**config.mk**
```make
export PLATFORM = sky130hd
export DESIGN_NAME = instr_sequencer
export DESIGN_NICKNAME = d
export VERILOG_FILES = /design/src/rtl/ctrl_pkg.sv /design/src/rtl/instr_decoder.sv /design/src/rtl/instr_sequencer.sv
export SDC_FILE = /design/constraint.sdc
export NUM_CORES = 1
export LEC_CHECK = 0
export CAP_MARGIN = 20
export CELL_PAD_IN_SITES_DETAIL_PLACEMENT = 2
export CELL_PAD_IN_SITES_GLOBAL_PLACEMENT = 2
export CORE_MARGIN = 4
export CORE_UTILIZATION = 26
export DETAILED_ROUTE_END_ITERATION = 16
export GPL_TIMING_DRIVEN = 0
export PLACE_DENSITY = 0.78
export SYNTH_ARGS = -nofsm -noshare
export SYNTH_HDL_FRONTEND = slang
export SYNTH_HIERARCHICAL = 1
export SYNTH_SLANG_ARGS = --single-unit
```
**constraint.sdc**
```tcl
create_clock -name clk -period 4.09 [get_ports clk]
set_clock_uncertainty 0.2 [all_clocks]
set_input_delay 0.6135 -clock clk [delete_from_list [all_inputs] [get_ports clk]]
set_output_delay 0.6135 -clock clk [all_outputs]
set_load 0.02 [all_outputs]
```
**src/rtl/ctrl_pkg.sv**
```systemverilog
// Shared encodings for the fetch/decode/execute sequencer: states, opcodes,
// ALU selects and the decoded-instruction payload.
package ctrl_pkg;

  localparam int unsigned OPW  = 4;
  localparam int unsigned SELW = 3;

  typedef enum logic [2:0] {
    S_IDLE = 3'd0,
    S_F0   = 3'd1,
    S_F1   = 3'd2,
    S_F2   = 3'd3,
    S_DEC  = 3'd4,
    S_MEM  = 3'd5,
    S_EX   = 3'd6,
    S_HALT = 3'd7
  } state_t;

  localparam logic [OPW-1:0] OP_NOP = 4'h0;
  localparam logic [OPW-1:0] OP_LDA = 4'h1;
  localparam logic [OPW-1:0] OP_STA = 4'h2;
  localparam logic [OPW-1:0] OP_ADD = 4'h3;
  localparam logic [OPW-1:0] OP_SUB = 4'h4;
  localparam logic [OPW-1:0] OP_AND = 4'h5;
  localparam logic [OPW-1:0] OP_OR  = 4'h6;
  localparam logic [OPW-1:0] OP_XOR = 4'h7;
  localparam logic [OPW-1:0] OP_NOT = 4'h8;
  localparam logic [OPW-1:0] OP_JMP = 4'h9;
  localparam logic [OPW-1:0] OP_JZ  = 4'hA;
  localparam logic [OPW-1:0] OP_HLT = 4'hF;

  localparam logic [SELW-1:0] SEL_ADD    = 3'b000;
  localparam logic [SELW-1:0] SEL_SUB    = 3'b001;
  localparam logic [SELW-1:0] SEL_AND    = 3'b010;
  localparam logic [SELW-1:0] SEL_OR     = 3'b011;
  localparam logic [SELW-1:0] SEL_XOR    = 3'b100;
  localparam logic [SELW-1:0] SEL_NOT    = 3'b101;
  localparam logic [SELW-1:0] SEL_PASS_B = 3'b110;
  localparam logic [SELW-1:0] SEL_PASS_A = 3'b111;

  typedef struct packed {
    logic            needs_mem;
    logic            is_store;
    logic            is_jump;
    logic            is_cond;
    logic            is_halt;
    logic            is_unary;
    logic [SELW-1:0] alu_sel;
  } dec_t;

endpackage

```
**src/rtl/instr_decoder.sv**
```systemverilog
// Combinational opcode classifier; undefined opcodes decode to all-zero (NOP).
module instr_decoder
  import ctrl_pkg::*;
(
  input  logic [OPW-1:0] opcode,
  output dec_t           dec
);

  always_comb begin
    dec = '0;
    case (opcode)
      OP_LDA: begin dec.needs_mem = 1'b1; dec.alu_sel = SEL_PASS_B; end
      OP_STA: begin dec.needs_mem = 1'b1; dec.is_store = 1'b1; end
      OP_ADD: begin dec.needs_mem = 1'b1; dec.alu_sel = SEL_ADD; end
      OP_SUB: begin dec.needs_mem = 1'b1; dec.alu_sel = SEL_SUB; end
      OP_AND: begin dec.needs_mem = 1'b1; dec.alu_sel = SEL_AND; end
      OP_OR:  begin dec.needs_mem = 1'b1; dec.alu_sel = SEL_OR;  end
      OP_XOR: begin dec.needs_mem = 1'b1; dec.alu_sel = SEL_XOR; end
      OP_NOT: begin dec.is_unary  = 1'b1; dec.alu_sel = SEL_NOT; end
      OP_JMP: dec.is_jump = 1'b1;
      OP_JZ:  begin dec.is_jump = 1'b1; dec.is_cond = 1'b1; end
      OP_HLT: dec.is_halt = 1'b1;
      default: ;
    endcase
  end

endmodule

```
**src/rtl/instr_sequencer.sv**
```systemverilog
// Multi-cycle fetch/decode/execute sequencer: registered state, memory wait
// counter with timeout, and combinational control decode.
module instr_sequencer
  import ctrl_pkg::*;
#(
  parameter int unsigned WAIT_MAX = 15
) (
  input  logic            clk,
  input  logic            rst,
  input  logic            run,
  input  logic [OPW-1:0]  opcode,
  input  logic            mem_ready,
  input  logic            zero,
  output logic            pc_inc,
  output logic            pc_ld,
  output logic            mar_ld,
  output logic            ir_ld,
  output logic            mdr_ld,
  output logic            acc_ld,
  output logic            mem_wr,
  output logic            pc_en,
  output logic            mar_en,
  output logic            pm_en,
  output logic            alu_en,
  output logic            ir_en,
  output logic            mdr_en,
  output logic [SELW-1:0] alu_sel,
  output logic            halted,
  output logic            bus_err
);

  localparam int unsigned WCW = (WAIT_MAX < 1) ? 1 : $clog2(WAIT_MAX + 1);

  state_t         state, state_n, nxt;
  logic [WCW-1:0] wait_cnt;
  logic           wait_max;
  logic           timeout;
  dec_t           dec;

  instr_decoder u_dec (
    .opcode (opcode),
    .dec    (dec)
  );

  assign wait_max = (wait_cnt == WCW'(WAIT_MAX));

  // State register, wait counter and status flags.
  always_ff @(posedge clk) begin
    if (rst) begin
      state    <= S_IDLE;
      wait_cnt <= '0;
      halted   <= 1'b0;
      bus_err  <= 1'b0;
    end else begin
      state <= state_n;
      // Any state change clears the counter, so S_F1/S_MEM always start at 0.
      if (state_n != state) begin
        wait_cnt <= '0;
      end else if (!mem_ready && (state == S_F1 || state == S_MEM)) begin
        wait_cnt <= wait_cnt + WCW'(1);
      end
      halted <= (state_n == S_HALT);
      if (timeout) begin
        bus_err <= 1'b1;
      end
    end
  end

  // Next-state and control decode.
  always_comb begin
    state_n = state;
    timeout = 1'b0;
    pc_inc  = 1'b0;
    pc_ld   = 1'b0;
    mar_ld  = 1'b0;
    ir_ld   = 1'b0;
    mdr_ld  = 1'b0;
    acc_ld  = 1'b0;
    mem_wr  = 1'b0;
    pc_en   = 1'b0;
    mar_en  = 1'b0;
    pm_en   = 1'b0;
    alu_en  = 1'b0;
    ir_en   = 1'b0;
    mdr_en  = 1'b0;
    alu_sel = '0;
    nxt     = run ? S_F0 : S_IDLE;

    case (state)
      S_IDLE: if (run) state_n = S_F0;
      S_F0: begin
        pc_en   = 1'b1;
        mar_ld  = 1'b1;
        state_n = S_F1;
      end
      S_F1: begin
        mar_en = 1'b1;
        pm_en  = 1'b1;
        if (mem_ready) begin
          ir_ld   = 1'b1;
          state_n = S_F2;
        end else if (wait_max) begin
          timeout = 1'b1;
          state_n = S_HALT;
        end
      end
      S_F2: begin
        pc_inc  = 1'b1;
        state_n = S_DEC;
      end
      S_DEC: begin
        if (dec.needs_mem) begin
          ir_en   = 1'b1;
          mar_ld  = 1'b1;
          state_n = S_MEM;
        end else if (dec.is_unary) begin
          state_n = S_EX;
        end else if (dec.is_jump) begin
          if (!dec.is_cond || zero) begin
            ir_en = 1'b1;
            pc_ld = 1'b1;
          end
          state_n = nxt;
        end else if (dec.is_halt) begin
          state_n = S_HALT;
        end else begin
          state_n = nxt;
        end
      end
      S_MEM: begin
        mar_en = 1'b1;
        if (dec.is_store) begin
          alu_en = 1'b1;
          mem_wr = 1'b1;
        end else begin
          pm_en = 1'b1;
        end
        if (mem_ready) begin
          mdr_ld  = !dec.is_store;
          state_n = dec.is_store ? nxt : S_EX;
        end else if (wait_max) begin
          timeout = 1'b1;
          state_n = S_HALT;
        end
      end
      S_EX: begin
        acc_ld  = 1'b1;
        alu_sel = dec.alu_sel;
        mdr_en  = !dec.is_unary;
        state_n = nxt;
      end
      S_HALT: state_n = S_HALT;
      default: state_n = S_IDLE;
    endcase
  end

endmodule

```
==> summary.txt, run 1 <==
most numerous cell on the critical path: clkdlybuf4s50_1
CP bufs+invs: 2
Worst Setup End Kind: output port
slew at the pin closest to its max-slew limit: 0.8079 ns
Worst-Skew Late Latency: 0.26 ns
cell leakage power: 0.4580 nW
area overhead of the layout relative to synthesis: 36.46%
Hold Path Class: reg2reg
number of rows in the core area: 21
slowest cell delay on critical path: 0.65 ns
router iterations before antenna repair: 3
Synth Instances: 130
origin of the worst setup path: opcode[1]
register area share after synthesis: 19.89%
initial standard-cell utilization of the core: 26.93%
Mapped Area: 905.9 sq um
commonest non-fill, non-tap cell in the layout: clkdlybuf4s50_1
reg2reg start: state[0]
pin count of the biggest net entering global routing: 11
count of different cell masters after synthesis: 47
tightest hold margin: 0.2992 ns
warning count from the yosys run: 6
count of vias placed by the detailed router: 1,039
most frequent cells in the layout: 24 x clkdlybuf4s50_1, 19 x nor2_1, 10 x nand2_1, 10 x a21oi_1, 9 x dfxtp_1
capturing element of the worst setup path: pc_ld
critical-path cell list: clkdlybuf4s50_1, nor3_1, nor2_1, or4b_1, nor4b_1, clkdlybuf4s50_1
number of synthesized flops with an enable pin: 0
TritonCTS clock tree: built
Antenna Cells: 0
depth of the CTS H-tree: 1
net count after synthesis: 140
total of cells resized after clock tree synthesis: 0
number of antenna violations at the first check in global routing: 0
Detailed Route Iter0 Violations: 42
largest fanout of any net on the critical path: 8
Pwr per Cell Area: 227.3 nW/um^2
number of buffers inserted during clock tree synthesis: 3
final critical path time including I/O delays and setup: 3.833 ns
count of pins on the block boundary: 27
highest-delay cell along the critical path: clkdlybuf4s50_1
number of nets in the final layout: 169
Final Hold Violating Endpoints: 0
final critical-path share of the clock period: 93.72%
share of cells above drive strength 1: 10.76%
cts-stage hold buffer count: 0
routability cong.: 0.7610
maximum root-to-sink buffer count: 2
status: finished, final reports clean
first-pass GRT wire length: 5.106 mm
CP startpoint kind: primary input
detailed-route wire length per cell: 14.75 microns
CP required: 3.28 ns
most common flop cell mapped by yosys: dfxtp_1
WP depth: 6
GRT Util Overall: 14.47%
total routed wirelength: 3.009 mm
Synth async-reset ratio: 0%
reg-to-reg slack, setup: 1.91 ns
via/cell ratio: 5.093
Max Clock Freq: 0.2609 GHz
reg-to-reg critical path endpoint: halted
CTS clock-pin slew for the worst setup and hold paths: 0.06 ns
number of design rule violations left after detail routing: 0
setup repair after global routing missed its margin: no
horizontal extent of the die: 67.03 microns
HPWL Detailed: 2.524 mm
largest vdd supply drop: 0.1482 mV
max-slew violation count: 0
Die Y-Extent: 67.03 microns
antenna viol nets, final: 0
Crit Path Class: in2out
cell family contributing the most delay on the critical path: simple AND/OR/NAND/NOR gates
critical path arrival: 3.02 ns
Max-cap violations: 0
number of setup violations in the final report: 0
residual overflow from global routing: 0
setup TNS: 0 ns
count of state elements after synthesis: 9
headroom to the max-slew limit: 44.75%
core outline area: 3363 sq um
via count of the first global-routing pass: 1,140
synthesized area per cell: 6.968 sq um
clock sink count: 9
Post-CTS Setup Bufs: 0
input/output buffers: 24
depth of the most critical reg-to-reg path: 6
area enclosed by the die boundary: 4492 sq um
library cell used as clock root buffer: clkbuf_4
==> flip-flops by register name, summed over array words and instances, names as in the netlist <==
name and count:
state 3, halted 1, wait_cnt 4, bus_err 1
==> Yosys cell counts (2+ instances only) <==
library cell | instances | area share (%)
a31oi_1 | 2 | 1.4
xor2_1 | 2 | 1.9
dfxtp_1 | 9 | 20
inv_2 | 2 | 0.83
nor2b_1 | 3 | 2.1
inv_1 | 4 | 1.7
nor3_1 | 8 | 4.4
nand2_1 | 10 | 4.1
buf_4 | 2 | 1.7
nand3b_1 | 2 | 1.7
a21oi_1 | 10 | 5.5
clkbuf_1 | 5 | 2.1
nand2b_1 | 7 | 4.8
nor2_1 | 19 | 7.9
buf_6 | 2 | 2.5
or3b_1 | 2 | 1.9
o21ai_0 | 5 | 2.8
xnor2_1 | 2 | 1.9
o21ai_1 | 3 | 1.7
and3_1 | 4 | 2.8
==> final cells by class <==
type,count,area [sq um]
fillers,431,2127
multi-input cells,105,646.9
plain buffers,10,61.31
clock inverters,1,5.005
inverters,6,22.52
repair buffers,24,240.2
well taps,46,57.56
flip-flops and latches,9,180.2
clock buffers,3,22.52
==> layer usage <==
| metal | global-route usage, % | wire length (microns) | vias to the layer above |
|---|---|---|---|
| li1 | - | - | 522 |
| met4 | 3.797 | 21 | 0 |
| met1 | 17.50 | 1357 | 494 |
| met5 | 0 | 0 | - |
| met3 | 1.686 | 78 | 6 |
| met2 | 26.50 | 1551 | 17 |
==> worst min-delay path by stage <==
stage,slack (ns),endpoint,from,cells past startpoint
after floorplan,0.32,wait_cnt[3],wait_cnt[3],2
after global placement,0.26,bus_err,bus_err,2
after detailed placement,0.31,bus_err,bus_err,2
after CTS,0.32,bus_err,bus_err,2
after global routing,0.37,bus_err,bus_err,2
final,0.30,bus_err,bus_err,2
==> logic make-up after synthesis <==
kind of cell,share of synthesized area (%)
and+or+nand+nor,38.68
AOI/OAI and AO/OA,25.83
buffers and inverters,9.253
DFF,19.89
xor gates and xnor gates,3.868
muxes,1.105
adders and majority gates,1.381
==> tightest hold or removal path, cell delays in order, from the launching register on <==
cell and delay, ns:
dfxtp_1 0.33, a21oi_1 0.05, nor2_1 0.08
==> per-stage QoR <==
step	utilization [%]	cells	area [sq um]	total power (W)	setup slack, ns
5_1_grt	36.76	204	1236	0.0003004	0.08989
3_5_place_dp	35.79	200	1204	0.0002147	0.1994
6_report	36.76	204	1236	0.0002810	0.2570
3_3_place_gp	35.79	200	1204	0.0002105	0.2686
2_1_floorplan	-	130	905.9	0.0001712	0.9722
4_1_cts	36.61	204	1231	0.0002851	0.1897
==> report_power, final <==
| group | internal, W | switching [W] |
|---|---|---|
| sequential | 0.0000909 | 0.00000254 |
| clock | 0.0000361 | 0.0000335 |
| combinational | 0.0000475 | 0.0000705 |
| total | 0.000174 | 0.000107 |
No activity file was read; power rests on OpenSTA's default activity.
==> inputs of run 2 (changes only) <==
--- a/config.mk
+++ b/config.mk
@@ -5,6 +5,7 @@
 export SDC_FILE = /design/constraint.sdc
 export NUM_CORES = 1
 export LEC_CHECK = 0
+export ABC_CLOCK_PERIOD_IN_PS = 4090
 export CAP_MARGIN = 20
 export CELL_PAD_IN_SITES_DETAIL_PLACEMENT = 2
 export CELL_PAD_IN_SITES_GLOBAL_PLACEMENT = 2
==> results of run 2 <==
The final DEF is identical to that of run 1; final timing and power are the same.
==> inputs of run 3 (changes only) <==
--- a/config.mk
+++ b/config.mk
@@ -10,11 +10,10 @@
 export CELL_PAD_IN_SITES_DETAIL_PLACEMENT = 2
 export CELL_PAD_IN_SITES_GLOBAL_PLACEMENT = 2
 export CORE_MARGIN = 4
-export CORE_UTILIZATION = 26
+export CORE_UTILIZATION = 27
 export DETAILED_ROUTE_END_ITERATION = 16
 export GPL_TIMING_DRIVEN = 0
 export PLACE_DENSITY = 0.78
 export SYNTH_ARGS = -nofsm -noshare
 export SYNTH_HDL_FRONTEND = slang
-export SYNTH_HIERARCHICAL = 1
 export SYNTH_SLANG_ARGS = --single-unit
==> run 3 against run 2 <==
Effect of this change:
- via count shrank 8.0%
- die area shrank 5.8%
- flip-flop and latch count is the same
- critical path depth shrank 1
- hold slack gained 0.032 ns
- sequential share of layout area grew 0.19 points
- clock power shrank 3%
- utilization grew 2.9 points
- largest power group unchanged
==> summary.txt, run 3 <==
TritonCTS clock tree: built
Max Clock Freq: 0.2869 GHz
number of setup violations in the final report: 0
final critical-path share of the clock period: 85.22%
number of nets in the final layout: 153
total of cells resized after clock tree synthesis: 0
via count of the first global-routing pass: 1,033
Hold Path Class: reg2reg
number of buffers inserted during clock tree synthesis: 3
warning count from the yosys run: 0
total routed wirelength: 3.034 mm
highest-delay cell along the critical path: nor4b_1
worst path setup slack after routing: 0.6046 ns
count of pins on the block boundary: 27
number of antenna violations at the first check in global routing: 0
slew at the pin closest to its max-slew limit: 0.6738 ns
HPWL Detailed: 2.480 mm
initial standard-cell utilization of the core: 28.54%
portion of synthesized cell area occupied by the leading cell type: 20.51%
largest fanout of any net on the critical path: 10
core outline area: 3078 sq um
cts-stage hold buffer count: 0
number of standard cells in the final layout excluding fillers: 186
final critical path time including I/O delays and setup: 3.485 ns
number of filler instances in the final layout: 381
most common flop cell mapped by yosys: dfxtp_1
cell accounting for the most synthesized area: dfxtp_1
number of design rule violations left after detail routing: 0
Crit Path Class: in2out
Placement Setup Slack: 0.6019 ns
CP startpoint kind: primary input
detailed-route wire length per cell: 16.31 microns
maximum root-to-sink buffer count: 2
CP bufs+invs: 3
headroom to the max-slew limit: 54.44%
critical path arrival: 2.67 ns
Die Y-Extent: 65.04 microns
Synth async-reset ratio: 0%
router iterations before antenna repair: 6
library cell used as clock root buffer: clkbuf_4
number of rows in the core area: 20
clock sink count: 9
Synth Instances: 112
GRT Util Overall: 14.65%
reg-to-reg slack, setup: 1.86 ns
Mapped Area: 878.3 sq um
routability cong.: 0.7564
most numerous cell on the critical path: clkdlybuf4s50_1
synthesized area per cell: 7.842 sq um
setup TNS: 0 ns
Post-CTS Setup Bufs: 0
largest register by flop count: wait_cnt
net count after synthesis: 122
status: finished, final reports clean
most used standard cells in the synthesized netlist: 11 x nor2_1, 9 x dfxtp_1, 8 x a21oi_1
residual overflow from global routing: 0
largest vdd supply drop: 0.1154 mV
setup repair after global routing missed its margin: no
pin count of the biggest net entering global routing: 11
input/output buffers: 26
first-pass GRT wire length: 4.954 mm
count of different cell masters after synthesis: 50
CTS clock-pin slew for the worst setup and hold paths: 0.06 ns
Worst Setup End Kind: output port
antenna viol nets, final: 0
most frequent cells in the layout: 26 x clkdlybuf4s50_1, 11 x nor2_1, 9 x dfxtp_1
count of state elements after synthesis: 9
commonest non-fill, non-tap cell in the layout: clkdlybuf4s50_1
Pwr per Cell Area: 221.7 nW/um^2
Detailed Route Iter0 Violations: 26
count of vias placed by the detailed router: 956
Max-cap violations: 0
CP required: 3.28 ns
depth of the CTS H-tree: 1
register area share after synthesis: 20.51%
top area cells in the synthesized netlist: dfxtp_1 21%, buf_6 5.1%, nor2_1 4.7%
area enclosed by the die boundary: 4230 sq um
horizontal extent of the die: 65.04 microns
share of cells above drive strength 1: 14.08%
Top Registers: wait_cnt (4), state (3)
number of synthesized flops with an enable pin: 0
Worst-Skew Late Latency: 0.26 ns
critical-path cell list: clkdlybuf4s50_1, buf_6, nor4b_1, o21ai_0, clkdlybuf4s50_1
Antenna Cells: 0
max reg flops: 4
cell leakage power: 0.4398 nW
area overhead of the layout relative to synthesis: 38.89%
max-slew violation count: 0
via/cell ratio: 5.140
cell family contributing the most delay on the critical path: buffers and inverters
Final Hold Violating Endpoints: 0
most frequent cell after synthesis: nor2_1
slowest cell delay on critical path: 0.62 ns
placed instance count: 182
[run 3: layout make-up]
type | count | area [sq um] | area share [%]
Tap cell | 44 | 55.05 | 4.513
Buffer | 8 | 75.07 | 6.154
Inverter | 6 | 22.52 | 1.846
Clock buffer | 4 | 26.28 | 2.154
Timing Repair Buffer | 26 | 260.3 | 21.33
Sequential cell | 9 | 180.2 | 14.77
Multi-Input combinational cell | 89 | 600.6 | 49.23
[run 3: routing by layer]
| metal | share of wire, % | GRT usage [%] | vias to the layer above |
|---|---|---|---|
| li1 | - | - | 476 |
| met2 | 49 | 27.71 | 21 |
| met3 | 3.1 | 2.080 | 0 |
| met4 | 0 | 2.332 | 0 |
| met1 | 48 | 17.60 | 459 |
| met5 | 0 | 0 | - |
[run 3: path summary, 6_finish.rpt]
kind | startpoint | end | depth (start not counted)
min reg2reg | bus_err | bus_err | 2
max | opcode[0] | pm_en | 5
min | bus_err | bus_err | 2
max reg2reg | state[1] | wait_cnt[2] | 6
[run 3: worst register-to-register path, cell delays in order (launching register included)]
cell and delay [ns]:
dfxtp_1 0.35, clkbuf_1 0.34, or4b_1 0.18, o221ai_1 0.10, nor3b_1 0.38, mux2i_1 0.44
nor3_1 0.12
[run 3: cell families (layout without fill, tap and decap cells)]
kind of cell	Yosys count	after routing	share of synthesized area, %
fa+ha+maj	1	1	1.424
buf+inv	14	44	11.11
mux	2	2	2.279
simple gates	51	51	35.47
flops	9	9	20.51
compound gates	31	31	25.21
xor+xnor	4	4	3.989
[run 3: power breakdown]
part	switching (W)	internal, W	leakage (nW)
Sequential	0.00000377	0.0000908	0.0729
Clock	0.0000303	0.0000375	0.0150
Combinational	0.0000604	0.0000477	0.352
Total	0.0000944	0.000176	0.440
[run 3: through the flow]
| stage | hold WS, ns | utilization, % | power (W) | cell area (sq um) |
|---|---|---|---|---|
| floorplan | 0.3168 | - | 0.0001634 | 878.3 |
| global placement | 0.2762 | 38.78 | 0.0002011 | 1194 |
| detailed placement | 0.3271 | 38.78 | 0.0002052 | 1194 |
| CTS | 0.3562 | 39.63 | 0.0002749 | 1220 |
| global route | 0.3787 | 39.63 | 0.0002910 | 1220 |
| finish | 0.3314 | 39.63 | 0.0002705 | 1220 |
